===== src/rtl/arm_mc_controller.sv =====
// arm_mc_controller: multicycle ARM control unit.
// FSM sequencing, NZCV flags, condition gating of writes.
module arm_mc_controller (
   input  logic       clk,
   input  logic       reset,
   input  logic [3:0] Cond,
   input  logic [1:0] Op,
   input  logic [5:0] Funct,
   input  logic [3:0] Rd,
   input  logic [3:0] Instr7_4,
   input  logic [3:0] ALUFlags,
   output logic       PCWrite,
   output logic       MemWrite,
   output logic       RegWrite,
   output logic       IRWrite,
   output logic       AdrSrc,
   output logic       ALUSrcA,
   output logic [1:0] ALUSrcB,
   output logic [1:0] ResultSrc,
   output logic [1:0] ImmSrc,
   output logic [1:0] RegSrc,
   output logic [1:0] ALUControl
);

   typedef enum logic [3:0] {
      FETCH, DECODE, MEMADR, MEMRD, MEMWB,
      MEMWR, EXECR, EXECI, ALUWB, BRANCH
   } state_t;

   state_t     state, state_nxt;
   logic [3:0] flags;
   logic       condex, condexr;
   logic       hw, dp;
   logic       is_add, is_sub, is_cmp;
   logic       nowrite;
   logic [1:0] flagw;
   logic       nextpc, branch, regw, memw;
   logic       wb_ok, rd15;
   logic       fn, fz, fc, fv;

   assign hw = (Op == 2'b00) & ~Funct[5] & Funct[2]
             & (Instr7_4 == 4'b1011);
   assign dp = (Op == 2'b00) & ~hw;

   assign is_add = (Funct[4:1] == 4'b0100);
   assign is_sub = (Funct[4:1] == 4'b0010);
   assign is_cmp = (Funct[4:1] == 4'b1010);

   assign nowrite  = dp & is_cmp;
   assign flagw[1] = Funct[0];
   assign flagw[0] = Funct[0] & (is_add | is_sub | is_cmp);

   assign {fn, fz, fc, fv} = flags;

   // Condition check of the current instruction against stored flags
   always_comb begin
      condex = 1'b0;
      unique case (Cond)
         4'b0000: condex = fz;
         4'b0001: condex = ~fz;
         4'b0010: condex = fc;
         4'b0011: condex = ~fc;
         4'b0100: condex = fn;
         4'b0101: condex = ~fn;
         4'b0110: condex = fv;
         4'b0111: condex = ~fv;
         4'b1000: condex = fc & ~fz;
         4'b1001: condex = ~fc | fz;
         4'b1010: condex = (fn == fv);
         4'b1011: condex = (fn != fv);
         4'b1100: condex = ~fz & (fn == fv);
         4'b1101: condex = fz | (fn != fv);
         4'b1110: condex = 1'b1;
         default: condex = 1'b0;
      endcase
   end

   // State register
   always_ff @(posedge clk or posedge reset) begin
      if (reset) state <= FETCH;
      else       state <= state_nxt;
   end

   // Condition latch at end of DECODE; flag update at end of execute
   always_ff @(posedge clk or posedge reset) begin
      if (reset) begin
         condexr <= 1'b0;
         flags   <= 4'b0000;
      end else begin
         if (state == DECODE)
            condexr <= condex;
         if (((state == EXECR) || (state == EXECI)) && condexr) begin
            if (flagw[1]) flags[3:2] <= ALUFlags[3:2];
            if (flagw[0]) flags[1:0] <= ALUFlags[1:0];
         end
      end
   end

   // Next-state decode
   always_comb begin
      state_nxt = FETCH;
      unique case (state)
         FETCH:  state_nxt = DECODE;
         DECODE: begin
            unique case (1'b1)
               (Op == 2'b01) | hw:     state_nxt = MEMADR;
               dp & Funct[5]:          state_nxt = EXECI;
               dp & ~Funct[5]:         state_nxt = EXECR;
               (Op == 2'b10):          state_nxt = BRANCH;
               default:                state_nxt = FETCH;
            endcase
         end
         MEMADR: state_nxt = Funct[0] ? MEMRD : MEMWR;
         MEMRD:  state_nxt = MEMWB;
         EXECR:  state_nxt = ALUWB;
         EXECI:  state_nxt = ALUWB;
         default: state_nxt = FETCH;
      endcase
   end

   // Raw per-state controls and ALU operation select
   always_comb begin
      nextpc     = 1'b0;
      branch     = 1'b0;
      regw       = 1'b0;
      memw       = 1'b0;
      IRWrite    = 1'b0;
      AdrSrc     = 1'b0;
      ALUSrcA    = 1'b0;
      ALUSrcB    = 2'b00;
      ResultSrc  = 2'b00;
      ALUControl = 2'b00;
      unique case (state)
         FETCH: begin
            IRWrite   = 1'b1;
            nextpc    = 1'b1;
            ALUSrcA   = 1'b1;
            ALUSrcB   = 2'b10;
            ResultSrc = 2'b10;
         end
         DECODE: begin
            ALUSrcA   = 1'b1;
            ALUSrcB   = 2'b10;
            ResultSrc = 2'b10;
         end
         MEMADR: begin
            ALUSrcB    = 2'b01;
            ALUControl = Funct[3] ? 2'b00 : 2'b01;
         end
         MEMRD: AdrSrc = 1'b1;
         MEMWR: begin
            AdrSrc = 1'b1;
            memw   = 1'b1;
         end
         MEMWB: begin
            ResultSrc = 2'b01;
            regw      = 1'b1;
         end
         EXECR, EXECI: begin
            ALUSrcB = (state == EXECI) ? 2'b01 : 2'b00;
            unique case (Funct[4:1])
               4'b0100: ALUControl = 2'b00;
               4'b0010: ALUControl = 2'b01;
               4'b0000: ALUControl = 2'b10;
               4'b1100: ALUControl = 2'b11;
               4'b1010: ALUControl = 2'b01;
               default: ALUControl = 2'b00;
            endcase
         end
         ALUWB: regw = 1'b1;
         BRANCH: begin
            ALUSrcB   = 2'b01;
            ResultSrc = 2'b10;
            branch    = 1'b1;
         end
         default: ;
      endcase
   end

   assign ImmSrc = hw ? 2'b11 : ((Op == 2'b11) ? 2'b00 : Op);
   assign RegSrc = {(Op == 2'b01) | hw, (Op == 2'b10)};

   assign rd15     = (Rd == 4'd15);
   assign wb_ok    = regw & condexr & ~nowrite;
   assign MemWrite = memw & condexr;
   assign RegWrite = wb_ok & ~rd15;
   assign PCWrite  = nextpc | (branch & condexr) | (wb_ok & rd15);

endmodule


===== config.mk =====
export PLATFORM = sky130hd
export DESIGN_NAME = arm_mc_controller
export DESIGN_NICKNAME = d
export VERILOG_FILES = /design/src/rtl/arm_mc_controller.sv
export SDC_FILE = /design/constraint.sdc
export NUM_CORES = 1
export LEC_CHECK = 0
export CORE_ASPECT_RATIO = 1.1
export CORE_UTILIZATION = 27
export DETAILED_ROUTE_END_ITERATION = 7
export GPL_ROUTABILITY_DRIVEN = 0
export PLACE_DENSITY = 0.54
export SYNTH_ARGS = -nofsm -noshare
export SYNTH_HDL_FRONTEND = slang
export SYNTH_SLANG_ARGS = --single-unit

===== constraint.sdc =====
create_clock -name clk -period 2 [get_ports clk]
set_input_delay 0.2 -clock clk [delete_from_list [all_inputs] [get_ports clk]]
set_output_delay 0.2 -clock clk [all_outputs]
set_load 0.01 [all_outputs]

==> results of run 1 <==
==> worst register-to-register path: stages (launching register included) <==
cell	delay, ns
dfrtp_1	0.37
and2b_1	0.22
buf_4	0.11
nand2_1	0.09
nor4_2	0.31
mux2_1	0.36
==> state kept, by name, summed over array words and instances (netlist names) <==
| register | flops |
|---|---|
| flags | 4 |
| state | 4 |
| condexr | 1 |
==> synthesized netlist by cell type, types with 2 or more instances <==
cell type  number
nand3b_1        2
o21ai_0         3
buf_4           6
inv_1           7
buf_6           3
mux2_1          2
nand3_1         2
and2b_1         3
nor2b_1         3
nand4_1         2
o22ai_1         2
a21oi_1         8
nand2_1         7
nor2_1         17
nor3b_1         4
dfrtp_1         9
mux2_2          3
nor3_1          4
xnor2_1         5
==> cell type report <==
type | instances | area (um2)
Inverter | 7 | 26.3
Sequential cell | 9 | 228
Clock buffer | 4 | 26.3
Multi-Input combinational cell | 93 | 607
Timing Repair Buffer | 56 | 531
Tap cell | 48 | 60.1
Fill cell | 331 | 1850
==> worst paths after layout <==
path / endpoint / cells after the start
max: ResultSrc[1] / 4
max in group asynchronous: state[1] / 2
max reg2reg: flags[1] / 5
min reg2reg: flags[1] / 1
min: state[2] / 2
min in group clk: flags[1] / 1
==> what timing repair did <==
item	4_1_cts	5_1_grt
buffers inserted	0	0
resized for setup	10	12
hold endpoints to repair	0	0
setup endpoints to repair	9	10
==> layer usage <==
metal	part of all wire	up-vias
met3	0.061	2
li1	-	521
met4	0.0058	0
met2	0.52	36
met5	0	-
met1	0.41	466
==> power breakdown <==
group          total [mW]  leakage [nW]  switching, mW  internal [mW]
Combinational       0.953         0.558          0.439          0.515
Sequential          0.345         0.115         0.0925          0.252
Clock               0.137        0.0150         0.0604         0.0767
Total                1.44         0.688          0.592          0.844
==> kinds of logic (layout without fill, tap and decap cells) <==
kind of cell              Yosys count  count (layout)  synth area share
muxes                               6               6            0.0705
xor gates and xnor gates            6               6            0.0559
AOI/OAI and AO/OA                  24              24             0.169
buffers and inverters              18              67             0.121
and+or+nand+nor                    57              57             0.344
DFF                                 9               9             0.239
==> flow_metrics.py, run 1 <==
metrics = {
    "outcome": {
        "status": "completed",
    },
    "die": {
        "pin_count": 42,
        "start_util": 0.282,
        "dieArea_um2": 3730,
        "core_area_um2": 3330,
        "placementRows": 22,
        "die_w_um": 58.3,
        "die_h_um": 63.9,
    },
    "sta": {
        "hold_viol": 0,
        "tightest_slew_ns": 0.327,
        "rsz0062_at_grt": "no",
        "fin_crit_ns": 1.89,
        "tns_ns": 0,
        "drv_slew": 0,
        "period_share": 0.947,
        "fmax_mhz": 528,
        "skew_ns": 0.00428,
        "hold_slack_ns": 0.190,
        "setup_viol": 0,
        "worst_slew_margin_rel": 0.782,
        "fin_ws_ns": 0.107,
    },
    "setup_path": {
        "cpPeakStageDelay_ns": 0.58,
        "path_buf_inv": 3,
        "crit_path_end_kind": "output port",
        "crit_start": "state[0]",
        "worstPathArrival_ns": 1.69,
        "reg2reg_setup_slack_ns": 0.42,
        "worstPathRequired_ns": 1.80,
        "worstPathCellList": "buf_4, inv_1, a211oi_1, clkdlybuf4s50_1",
        "crit_path_start_kind": "register",
        "reg2reg_from": "state[3]",
        "cp_max_fo": 7,
        "critPathSlowestCell": "clkdlybuf4s50_1",
        "crit_type": "reg -> out",
        "crit_family": "buffers and inverters",
    },
    "logic_synthesis": {
        "synth_cell_types": 47,
        "syn-num-nets": 146,
        "ys_top_cells_by_area": "dfrtp_1 (24%), nor2_1 (6.8%), buf_4 (4.8%), xnor2_1 (4.7%), a21oi_1 (4.3%)",
        "syn_avg_cell_area_um2": 7.84,
        "yosysTopAreaCell": "dfrtp_1",
        "ys_warn_count": 0,
        "async_flop_share": 1.00,
        "synth_seq_cells": 9,
        "ys.flop_type": "dfrtp_1",
        "synth_top_cell_area_share": 0.239,
        "syn_inst": 120,
        "yosysSeqAreaShare": 0.239,
        "synth-edff-count": 0,
        "syn-cell-area_um2": 941,
    },
    "drt": {
        "via_count": 1025,
        "avgViaCountPerCell": 4.72,
        "firstDrtPassIters": 4,
        "postRouteAntennaNets": 0,
        "drt_iter0_markers": 41,
        "drt-total-wl_mm": 2.57,
        "wl_per_cell_um": 11.9,
        "drc": 0,
    },
    "place": {
        "dp_hpwl_mm": 2.16,
        "portBuffers": 41,
        "placedCellCount": 213,
        "place_area_um2": 1450,
        "dp_slack_ns": -0.276,
    },
    "finish": {
        "area_delta_synth_final_pct": 57.0,
        "antennaDiodeCount": 0,
        "layout_commonest_cell": "clkdlybuf4s50_1",
        "utilization": 0.444,
        "finalNonFillerCells": 217,
        "design_area_um2": 1480,
        "final_layout_size_suffix_gt1_frac": 0.178,
        "final_cell_mix": "clkdlybuf4s50_1 (28), nor2_1 (17), buf_4 (14), a21oi_1 (8)",
        "finalNetCount": 196,
    },
    "clocking": {
        "htreeDepth": 1,
        "clockBufferDepth": 2,
        "clkLatencyLatePin_ns": 0.26,
        "cts_hold_buf": 0,
        "cts_tree": "done",
        "cts_buffers": 3,
        "cts_sinks": 9,
        "cts_root_buf": "clkbuf_4",
        "clk_pin_slew_worst_paths_ns": 0.06,
    },
    "global_routing": {
        "grt_pass1_vias": 1078,
        "antenna_found_initial": 0,
        "gr-usage-met2": 0.280,
        "grt_max_degree": 11,
        "gr-usage-met3": 0.0324,
        "grtUsageTotal": 0.156,
        "busiest_layer": "met2",
        "use_met1": 0.183,
        "grt_overflow": 0,
        "grt_pass1_wl_mm": 4.55,
    },
    "power_and_ir_drop": {
        "p_per_area_nw_per_um2": 971,
        "p_leak_nw": 0.688,
        "peakVddDrop_v": 0.000818,
        "fin_total_pwr_mw": 1.44,
    },
    "worst_hold_path": {
        "min_path_type": "in -> async",
    },
    "job": {
        "maxCapViolCount": 0,
    },
}
Note: power is estimated with default switching activity, not from simulation.
==> run 2: changes to the inputs <==
- clock period: 2 -> 2.2 ns (I/O delays scaled with it)
==> run 2 against run 1 <==
  * Clock power down 11%
  * Global-route usage down 1.4 points
  * Sequential power down 11%
  * Routed wire length down 3.7%
  * Worst hold slack better by 0.032 ns
  * Worst setup slack better by 0.0095 ns
  * Clock skew down 0.0011 ns
  * First-iteration DRC count up 56%
  * Count of clock-buffer cells in the layout unchanged
  * Via count down 2.6%
  * Cell area down 4.6%
  * Register-to-register slack better by 0.23 ns
  * Highest routed layer is now met3
==> flow_metrics.py, run 2 (synthesized netlist as in run 1, its figures left out) <==
metrics = {
    "finish": {
        "multi_input_area_um2": 602,
        "area_delta_synth_final_pct": 49.9,
        "final_layout_size_suffix_gt1_frac": 0.111,
        "design_area_um2": 1410,
        "layout_commonest_cell": "clkdlybuf4s50_1",
        "fillers": 355,
        "reg_top3": "flags (4), state (4), condexr (1)",
        "regArea_um2": 226,
        "final_cell_mix": "clkdlybuf4s50_1 (37), nor2_1 (17), a21oi_1 (8), dfrtp_1 (8), buf_4 (8)",
        "utilization": 0.423,
        "antennaDiodeCount": 0,
        "finalNetCount": 189,
    },
    "place": {
        "dp_hpwl_mm": 2.02,
        "dp_slack_ns": -0.103,
        "portBuffers": 41,
        "place_area_um2": 1380,
    },
    "setup_path": {
        "worstPathArrival_ns": 1.86,
        "crit_path_start_kind": "input port",
        "worstPathRequired_ns": 1.98,
        "worstRegToRegCells": 4,
        "cp_max_fo": 2,
        "crit_type": "in -> out",
        "crit_path_end_kind": "output port",
    },
    "power_and_ir_drop": {
        "p_per_area_nw_per_um2": 903,
        "peakVddDrop_v": 0.000830,
        "p_int_uw": 747,
        "clkPwrFrac": 0.096,
        "p_leak_nw": 0.587,
        "pwr-share-seq": 0.240,
        "fin_total_pwr_mw": 1.27,
        "comb_power_share": 0.664,
        "switching_share": 0.413,
        "p_switching_uw": 526,
    },
    "die": {
        "start_util": 0.282,
        "core_area_um2": 3330,
        "placementRows": 22,
        "pin_count": 42,
        "dieArea_um2": 3730,
        "die_w_um": 58.3,
        "die_h_um": 63.9,
    },
    "drt": {
        "firstDrtPassIters": 4,
        "drt-total-wl_mm": 2.48,
        "via_count": 998,
        "drc": 0,
        "drt_iter0_markers": 64,
        "postRouteAntennaNets": 0,
        "wl_per_cell_um": 11.8,
        "avgViaCountPerCell": 4.75,
    },
    "worst_hold_path": {
        "min_path_type": "in -> async",
    },
    "sta": {
        "rsz0062_at_grt": "no",
        "skew_ns": 0.00315,
        "hold_viol": 0,
        "fmax_mhz": 480,
        "fin_ws_ns": 0.116,
        "drv_slew": 0,
        "tightest_slew_ns": 0.327,
        "fin_crit_ns": 2.08,
        "worst_slew_margin_rel": 0.782,
        "setup_viol": 0,
        "period_share": 0.947,
    },
    "clocking": {
        "cts_root_buf": "clkbuf_4",
        "clockBufferDepth": 2,
        "cts_buffers": 3,
        "clk_pin_slew_worst_paths_ns": 0.06,
        "htreeDepth": 1,
        "cts_tree": "done",
        "clkLatencyLatePin_ns": 0.25,
        "cts_sinks": 9,
    },
    "global_routing": {
        "grt_pass1_vias": 1026,
        "grt_overflow": 0,
        "antenna_found_initial": 0,
        "grt_pass1_wl_mm": 4.26,
        "grt_max_degree": 12,
        "grtUsageTotal": 0.142,
    },
    "job": {
        "maxCapViolCount": 0,
    },
    "outcome": {
        "status": "completed",
    },
}
[run 2: cell count changes in the layout (fill, tap and decap cells not counted), sizes merged]
cell	change
clkdlybuf4s50	+9
buf	-7
dlymetal6s2s	-5
clkbuf	-3
dlygate4sd2	-1
[run 2: critical path, stage by stage]
cell             delay (ns)
clkdlybuf4s50_1        0.49
inv_1                  0.06
buf_4                  0.13
nor3_1                 0.22
nor2_1                 0.06
nor2_1                 0.12
clkdlybuf4s50_1        0.56
[run 2: area by class of cell]
| type | count | share of cell area |
|---|---|---|
| clock buffer | 4 | 0.0186 |
| inverter | 7 | 0.0186 |
| multi-input combinational | 93 | 0.427 |
| sequential | 9 | 0.161 |
| tap | 48 | 0.0426 |
| timing repair buffer | 49 | 0.333 |
[run 2: timing repair]
item | in CTS | in global routing
resized for setup | 3 | 2
hold buffers | 0 | 0
setup endpoints to repair | 3 | 2
setup buffers | 0 | 0
[run 2: power by group through the flow]
stage          combinational, mW  clock (mW)  sequential [mW]
3_3_place_gp               0.860           0            0.306
5_1_grt                    0.932       0.136            0.317
3_5_place_dp               0.859           0            0.308
6_report                   0.845       0.122            0.306
2_1_floorplan              0.577           0            0.265
4_1_cts                    0.852       0.127            0.305
[run 2: routing by layer]
layer	wire length [um]	global-route usage	vias to the layer above
met4	0	0.0119	0
li1	-	-	507
met2	1260	0.270	30
met1	1070	0.164	461
met5	0	0	-
met3	147	0.0344	0
[run 2: path summary, 6_finish.rpt]
path                            startpoint  slack (ns)   endpoint
worst max-delay path              Funct[2]        0.12  ImmSrc[0]
worst min register to register    flags[1]        0.54   flags[1]
max in group asynchronous            reset        1.72   state[0]
worst max register to register    state[1]        0.65   flags[1]
worst min-delay path                 reset        0.22   state[2]
min in group clk                  flags[1]        0.54   flags[1]
[run 2: through the flow]
stage | instances | setup TNS [ns] | hold slack [ns]
finish | 210 | 0 | 0.221
global route | 210 | 0 | 0.247
global placement | 206 | -0.0804 | 0.493
floorplan | 120 | 0 | 0.0479
detailed placement | 206 | -0.183 | 0.508
CTS | 210 | 0 | 0.228
